`src/rtl/spi_master_parallel.sv`:
```
// Parallel-word SPI master: frames one host word with chip-select and a single
// SCLK pulse, captures the slave's parallel response and hands it back to the host.
module spi_master_parallel #(
    parameter int unsigned NB_BITS  = 32,
    parameter int unsigned CLK_DIV  = 5,
    parameter int unsigned CS_SETUP = 5,
    parameter int unsigned CS_HOLD  = 5
) (
    input  logic               i_clk,
    input  logic               i_rst,
    input  logic [NB_BITS-1:0] i_tx_data,
    input  logic               i_tx_valid,
    output logic               o_tx_ready,
    output logic [NB_BITS-1:0] o_rx_data,
    output logic               o_rx_valid,
    output logic               o_busy,
    output logic [NB_BITS-1:0] o_MOSI,
    output logic               o_SCLK,
    output logic               o_cs,
    input  logic [NB_BITS-1:0] i_MISO
);

    localparam int unsigned MAX_A   = (CLK_DIV > CS_SETUP) ? CLK_DIV : CS_SETUP;
    localparam int unsigned MAX_CNT = (MAX_A > CS_HOLD) ? MAX_A : CS_HOLD;
    localparam int unsigned CNT_W   = $clog2(MAX_CNT + 1);

    // Reload values: each phase counts down to zero, so N cycles load N-1.
    localparam logic [CNT_W-1:0] SETUP_LD = CNT_W'(CS_SETUP - 1);
    localparam logic [CNT_W-1:0] DIV_LD   = CNT_W'(CLK_DIV - 1);
    localparam logic [CNT_W-1:0] HOLD_LD  = CNT_W'(CS_HOLD - 1);

    typedef enum logic [2:0] {
        IDLE    = 3'd0,
        SETUP   = 3'd1,
        SCLK_HI = 3'd2,
        SCLK_LO = 3'd3,
        GAP     = 3'd4
    } state_t;

    state_t             state_q, state_d;
    logic [CNT_W-1:0]   cnt_q, cnt_d;
    logic               tx_ready_d;
    logic               busy_d;
    logic               rx_valid_d;
    logic [NB_BITS-1:0] rx_data_d;
    logic [NB_BITS-1:0] mosi_d;
    logic               sclk_d;
    logic               cs_d;

    // State, shared phase counter and all registered outputs.
    always_ff @(posedge i_clk or negedge i_rst) begin
        if (!i_rst) begin
            state_q    <= IDLE;
            cnt_q      <= '0;
            o_tx_ready <= 1'b1;
            o_busy     <= 1'b0;
            o_rx_valid <= 1'b0;
            o_rx_data  <= '0;
            o_MOSI     <= '0;
            o_SCLK     <= 1'b0;
            o_cs       <= 1'b0;
        end else begin
            state_q    <= state_d;
            cnt_q      <= cnt_d;
            o_tx_ready <= tx_ready_d;
            o_busy     <= busy_d;
            o_rx_valid <= rx_valid_d;
            o_rx_data  <= rx_data_d;
            o_MOSI     <= mosi_d;
            o_SCLK     <= sclk_d;
            o_cs       <= cs_d;
        end
    end

    // Next-state, counter and next-output logic; every phase ends when the counter hits zero.
    always_comb begin
        state_d    = state_q;
        cnt_d      = cnt_q;
        tx_ready_d = o_tx_ready;
        busy_d     = o_busy;
        rx_valid_d = 1'b0;
        rx_data_d  = o_rx_data;
        mosi_d     = o_MOSI;
        sclk_d     = o_SCLK;
        cs_d       = o_cs;

        case (state_q)
            IDLE: begin
                if (i_tx_valid && o_tx_ready) begin
                    mosi_d     = i_tx_data;
                    cs_d       = 1'b1;
                    tx_ready_d = 1'b0;
                    busy_d     = 1'b1;
                    cnt_d      = SETUP_LD;
                    state_d    = SETUP;
                end
            end
            SETUP: begin
                if (cnt_q == '0) begin
                    sclk_d  = 1'b1;
                    cnt_d   = DIV_LD;
                    state_d = SCLK_HI;
                end else begin
                    cnt_d = cnt_q - CNT_W'(1);
                end
            end
            SCLK_HI: begin
                if (cnt_q == '0) begin
                    sclk_d  = 1'b0;
                    cnt_d   = DIV_LD;
                    state_d = SCLK_LO;
                end else begin
                    cnt_d = cnt_q - CNT_W'(1);
                end
            end
            SCLK_LO: begin
                if (cnt_q == '0) begin
                    rx_data_d = i_MISO;
                    cs_d      = 1'b0;
                    mosi_d    = '0;
                    cnt_d     = HOLD_LD;
                    state_d   = GAP;
                end else begin
                    cnt_d = cnt_q - CNT_W'(1);
                end
            end
            GAP: begin
                if (cnt_q == '0) begin
                    rx_valid_d = 1'b1;
                    tx_ready_d = 1'b1;
                    busy_d     = 1'b0;
                    state_d    = IDLE;
                end else begin
                    cnt_d = cnt_q - CNT_W'(1);
                end
            end
            default: begin
                state_d = IDLE;
                cnt_d   = '0;
            end
        endcase
    end

endmodule

```
`config.mk`:
```
export PLATFORM = sky130hd
export DESIGN_NAME = spi_master_parallel
export DESIGN_NICKNAME = d
export VERILOG_FILES = /design/src/rtl/spi_master_parallel.sv
export SDC_FILE = /design/constraint.sdc
export NUM_CORES = 1
export LEC_CHECK = 0
export BUFFER_PORTS_ARGS = -buffer_cell sky130_fd_sc_hd__buf_2
export CAP_MARGIN = 20
export CORE_MARGIN = 8
export CORE_UTILIZATION = 47
export DETAILED_ROUTE_END_ITERATION = 16
export PLACE_DENSITY_LB_ADDON = 0.15
export SYNTH_ARGS = -nofsm -noshare
export SYNTH_HDL_FRONTEND = slang
export SYNTH_SLANG_ARGS = --single-unit
```
`constraint.sdc`:
```
create_clock -name i_clk -period 2.2 [get_ports i_clk]
set_clock_uncertainty 0.05 [all_clocks]
set_input_delay 0.22 -clock i_clk [delete_from_list [all_inputs] [get_ports i_clk]]
set_output_delay 0.22 -clock i_clk [all_outputs]
set_load 0.02 [all_outputs]
```
==> results of run 1 <==
worst reg2reg max path: cells and delay by family (launching register included):
family | cells | cell delay (ps)
buffers and inverters | 1 | 80
DFF | 1 | 390
and+or+nand+nor | 2 | 620
muxes | 1 | 470
adders and majority gates | 1 | 240
sequential cells by signal, indices dropped and copies added (netlist names):
name        flops
cnt_q           3
o_busy          1
o_cs            1
o_rx_valid      1
o_rx_data      32
o_SCLK          1
state_q         3
o_tx_ready      1
o_MOSI         32
layout make-up:
class                      count  area (um2)  area share (%)
multi-input combinational    101        1040            25.9
tap                           77        96.3            2.41
clock buffer                   9         124            3.10
timing repair buffer         142         746            18.6
clock inverter                 7         101            2.53
sequential                    75        1880            47.0
antenna                        1        2.50          0.0626
inverter                       4        15.0           0.375
where the power goes:
group | internal, uW | switching (uW)
sequential | 1930 | 320
clock | 646 | 522
combinational | 1110 | 1300
final timing paths:
path / to / slack, ps / from / depth (start not counted)
min in group asynchronous: o_MOSI[12] / 330 / i_rst / 2
worst max-delay path: o_rx_data[30] / 230 / cnt_q[0] / 5
worst max register to register: o_rx_data[30] / 230 / cnt_q[0] / 5
worst min-delay path: o_rx_data[31] / 40 / i_MISO[31] / 2
worst min register to register: cnt_q[0] / 420 / cnt_q[0] / 1
max in group asynchronous: o_MOSI[7] / 1190 / i_rst / 3
cells in the final DEF, fill, tap and decap left out, drive strengths merged, types with 2 or more instances in the layout:
| cell | Yosys | final |
|---|---|---|
| a21oi | 3 | 3 |
| bufinv | 0 | 2 |
| nand2b | 3 | 3 |
| mux2 | 32 | 32 |
| o21ai | 2 | 2 |
| a22o | 32 | 32 |
| clkinvlp | 0 | 2 |
| buf | 13 | 141 |
| nor2 | 3 | 3 |
| inv | 4 | 5 |
| dfrtp | 74 | 74 |
| nand2 | 3 | 3 |
| clkbuf | 0 | 9 |
| o22ai | 2 | 2 |
| ha | 2 | 2 |
| clkinv | 0 | 2 |
logic make-up (layout without fill, tap and decap cells):
group,after synthesis,in the layout,synth area share [%]
flip-flops,75,75,61.7
AO/OA/AOI/OAI,48,48,13.6
multiplexers,33,33,15.6
AND/OR/NAND/NOR,17,17,3.74
buffers and inverters,17,162,4.27
adder cells (fa/ha/maj),2,2,0.822
XOR/XNOR,1,1,0.288
other,0,1,0
metal layers:
layer | global-route usage [%] | up-vias | routed length (um)
met5 | 0 | - | 0
met4 | 7.69 | 0 | 141
met3 | 5.72 | 14 | 777
met2 | 23.1 | 97 | 3240
met1 | 21.4 | 1035 | 3170
li1 | - | 992 | -
per-stage QoR:
step	instance area, um2	util [%]	std cells	hold slack, ps
2_1_floorplan	3040	-	193	-126
3_3_place_gp	3760	59.6	398	182
3_5_place_dp	3760	59.6	398	190
4_1_cts	4000	63.3	415	27.5
5_1_grt	4000	63.3	415	23.9
6_report	4000	63.3	416	39.5
what timing repair did:
action | 4_1_cts | 5_1_grt
buffers inserted | 0 | 0
hold buffers | 1 | 0
hold endpoints to repair | 39 | 0
==> out/results.ini, run 1 <==
[clock_network]
cts_buffers = 9
cts.sinks = 75
h-tree-depth = 3
clk_pin_slew_ps = 80
cts.repair.resized = 0
worstSkewPairLatency_ps = 340
clockBufferDepth = 2
cts-root-buf = clkbuf_8
tritoncts = done

[drt]
drtAntennaViolNets = 0
drtPass1Iterations = 4
drt_wl_total_mm = 7.33
vias_per_cell = 5.14
vias = 2138
wl_per_cell_um = 17.6
drt_iter0_drc = 58
drc = 0

[die]
core-area_um2 = 6310
rows = 29
die_h_um = 96.5
initial_core_util_pct = 48.2
io_pins = 136
dieArea_um2 = 9310
die_w_um = 96.5

[power_and_ir_drop]
power.density_nw_per_um2 = 1460
ir_drop_mv = 0.812
p_total_uw = 5830
p_leak_uw = 0.00218

[worst_setup_path]
cp.required_ps = 2370
critPathMaxFanout = 34
critPathKind = flip-flop to flip-flop
critical_path_arrival_ps = 2140
startpoint_type = flip-flop
crit_buf_inv = 1
timing.critical_path.max_delay_family = simple AND/OR/NAND/NOR gates
cpPeakStageDelay_ps = 460
crit_path_end_kind = flip-flop
crit_chain = inv_1 -> ha_1 -> and4bb_4 -> nand2_4 -> mux2_1
cp_slowest_cell = mux2_1

[yosys]
synth_top_area_cell = dfrtp_1
synth_area_leaders = dfrtp_1, mux2_4, a22o_1, buf_6, mux2_1
ys_types = 36
netlist_area_um2 = 3040
yosys_warnings = 0
ys.flop_type = dfrtp_1
syn_inst = 193
ys_seq_elements = 75
syn_nets = 262
async_reset_ff_share_pct = 100
synth.most_common_cell = dfrtp_1
synth_edf_count = 0
yosysSeqAreaShare_pct = 61.7
yosys-top-cells-count = dfrtp_1, a22o_1, mux2_4
yosysTopAreaCellShare_pct = 60.8
syn_area_per_cell_um2 = 15.8

[sta]
period_minus_slack_ps = 1970
fin_crit_sh_pct = 89.5
hold_violations = 0
slew_violations = 0
max_slew_margin_pct = 60.0
final-setup-viol-count = 0
rsz0062_at_grt = no
fin_setup_tns_ps = 0
setup_ws_ps = 230
max_freq_mhz = 508
tightestPinTransition_ps = 601

[grt]
grtUsageTotal_pct = 16.1
grt_max_degree = 42
grt_pass1_wl_mm = 11.4
gr-total-overflow = 0
antenna_found_initial = 0
grt_pass1_vias = 2266

[place]
globalplace.congestion = 0.847
io_buffers = 135
dpl.hpwl_mm = 5.46
place_ws_ps = 197

[hold_path]
hold_class = primary input to flip-flop

[cells_and_area]
nets = 402
num-fill-cells = 534
drive_gt1_share_pct = 56.8
area_delta_synth_final_pct = 31.4

[run_status]
status = complete, no violations

[job]
maxCapViolations = 0

Note: power is estimated with default switching activity, not from simulation.
==> inputs of run 2 (changes only) <==
Settings changed: GPL_TIMING_DRIVEN set to 0.
==> out/results.ini, run 2 (synthesis gave the netlist of run 1 again) <==
[clock_network]
h-tree-depth = 3
clk_pin_slew_ps = 70
cts-root-buf = clkbuf_8
tritoncts = done
cts.sinks = 75
worstSkewPairLatency_ps = 330
clockBufferDepth = 2
cts_buffers = 9

[sta]
max_slew_margin_pct = 68.4
hold_violations = 0
fin_setup_tns_ps = 0
fin_crit_sh_pct = 82.2
period_minus_slack_ps = 1810
final-setup-viol-count = 0
slew_violations = 0
max_freq_mhz = 553
rsz0062_at_grt = no
tightestPinTransition_ps = 473

[die]
initial_core_util_pct = 48.2
die_w_um = 96.5
dieArea_um2 = 9310
io_pins = 136
rows = 29
die_h_um = 96.5
core-area_um2 = 6310

[cells_and_area]
top_regs = o_MOSI x32, o_rx_data x32
nets = 410
fin_cells = 424
regArea_um2 = 1880
drive_gt1_share_pct = 57.8
finalInstanceArea_um2 = 4050
final_cell_mix = buf_2, dfrtp_1, a22o_1, mux2_4, clkbuf_8
final_common_cell = buf_2
num-fill-cells = 516
utilization_pct = 64.2
multi_input_area_um2 = 1040
area_delta_synth_final_pct = 33.1

[power_and_ir_drop]
pwr-share-seq_pct = 39.0
p_sw_uw = 2130
power.density_nw_per_um2 = 1410
clkPwrFrac_pct = 17.6
p_sw_share_pct = 37.2
p_int_uw = 3600
p_leak_uw = 0.00221
ir_drop_mv = 0.799
combPwrFrac_pct = 43.4

[drt]
drt_wl_total_mm = 7.44
vias_per_cell = 5.06
drtAntennaViolNets = 0
wl_per_cell_um = 17.6
drc = 0
vias = 2147
drt_iter0_drc = 54
drtPass1Iterations = 4

[place]
globalplace.congestion = 0.782
dp.cells = 406
postPlaceCellArea_um2 = 3850
io_buffers = 135
dpl.hpwl_mm = 5.58

[worst_setup_path]
cp.required_ps = 2370
critPathMaxFanout = 10
crit_path_end_kind = flip-flop
startpoint_type = flip-flop
critPathKind = flip-flop to flip-flop
critical_path_arrival_ps = 1980

[grt]
grt_max_degree = 58
gr-total-overflow = 0
grt_pass1_wl_mm = 11.6
grtUsageTotal_pct = 16.0
antenna_found_initial = 0
grt_pass1_vias = 2352

[hold_path]
hold_class = primary input to flip-flop

[run_status]
status = complete, no violations

[job]
maxCapViolations = 0

run 2: cell types whose count changed in the layout (fill, tap and decap cells not counted):
cell	delta
clkinv_2	+3
buf_12	-1
buf_6	+6
bufinv_16	-1
clkinv_4	-1
inv_6	-1
buf_16	+1
buf_2	+2
run 2: worst max-delay path, stage by stage, from the launching register on:
cell	delay [ps]
dfrtp_1	400
inv_1	90
ha_1	260
and4bb_4	300
nand2_4	110
buf_6	190
mux2_4	300
run 2: per-stage QoR:
stage	hold WS, ps	worst slack [ps]	power [uW]
after floorplan	-126	559	3920
after global placement	382	415	4710
after detailed placement	65.0	404	4760
after CTS	30.7	389	5810
after global routing	41.3	295	6080
final	47.4	392	5730
run 2: power by group through the flow:
| stage | logic [uW] | registers, uW | clock network, uW |
|---|---|---|---|
| global placement | 2480 | 2230 | 0 |
| global route | 2670 | 2300 | 1110 |
| floorplan | 1060 | 2860 | 0 |
| CTS | 2530 | 2230 | 1050 |
| detailed placement | 2520 | 2240 | 0 |
| finish | 2490 | 2230 | 1010 |
run 2: layout make-up:
| cell class | instances | share of cell area, % |
|---|---|---|
| Clock inverter | 7 | 1.70 |
| Antenna cell | 1 | 0.0618 |
| Buffer | 13 | 2.84 |
| Multi-Input combinational cell | 101 | 25.6 |
| Sequential cell | 75 | 46.4 |
| Clock buffer | 9 | 3.06 |
| Timing Repair Buffer | 137 | 17.7 |
| Inverter | 4 | 0.371 |
| Tap cell | 77 | 2.38 |
run 2: what timing repair did:
action                                 CTS  global route
setup buffers                            0             0
endpoints found under the hold margin   18             0
setup endpoints to repair                0             0
gates resized for setup                  0             0
hold buffers                             1             0
run 2: worst paths after layout:
kind	start	end	slack, ps	cells past startpoint
max	cnt_q[0]	o_rx_data[10]	390	6
min reg2reg	o_cs	o_cs	430	1
max reg2reg	cnt_q[0]	o_rx_data[10]	390	6
min in group asynchronous	i_rst	o_MOSI[17]	280	2
max in group asynchronous	i_rst	o_cs	1270	3
min	i_MISO[0]	o_rx_data[0]	50	2
run 2: per-layer routing:
layer  global-route usage, %  part of all wire [%]  wire length, um
met1                    21.0                    45             3320
met2                    24.8                    46             3430
met3                    4.02                   8.3              620
met4                    6.68                  0.89               66
met5                       0                     0                0
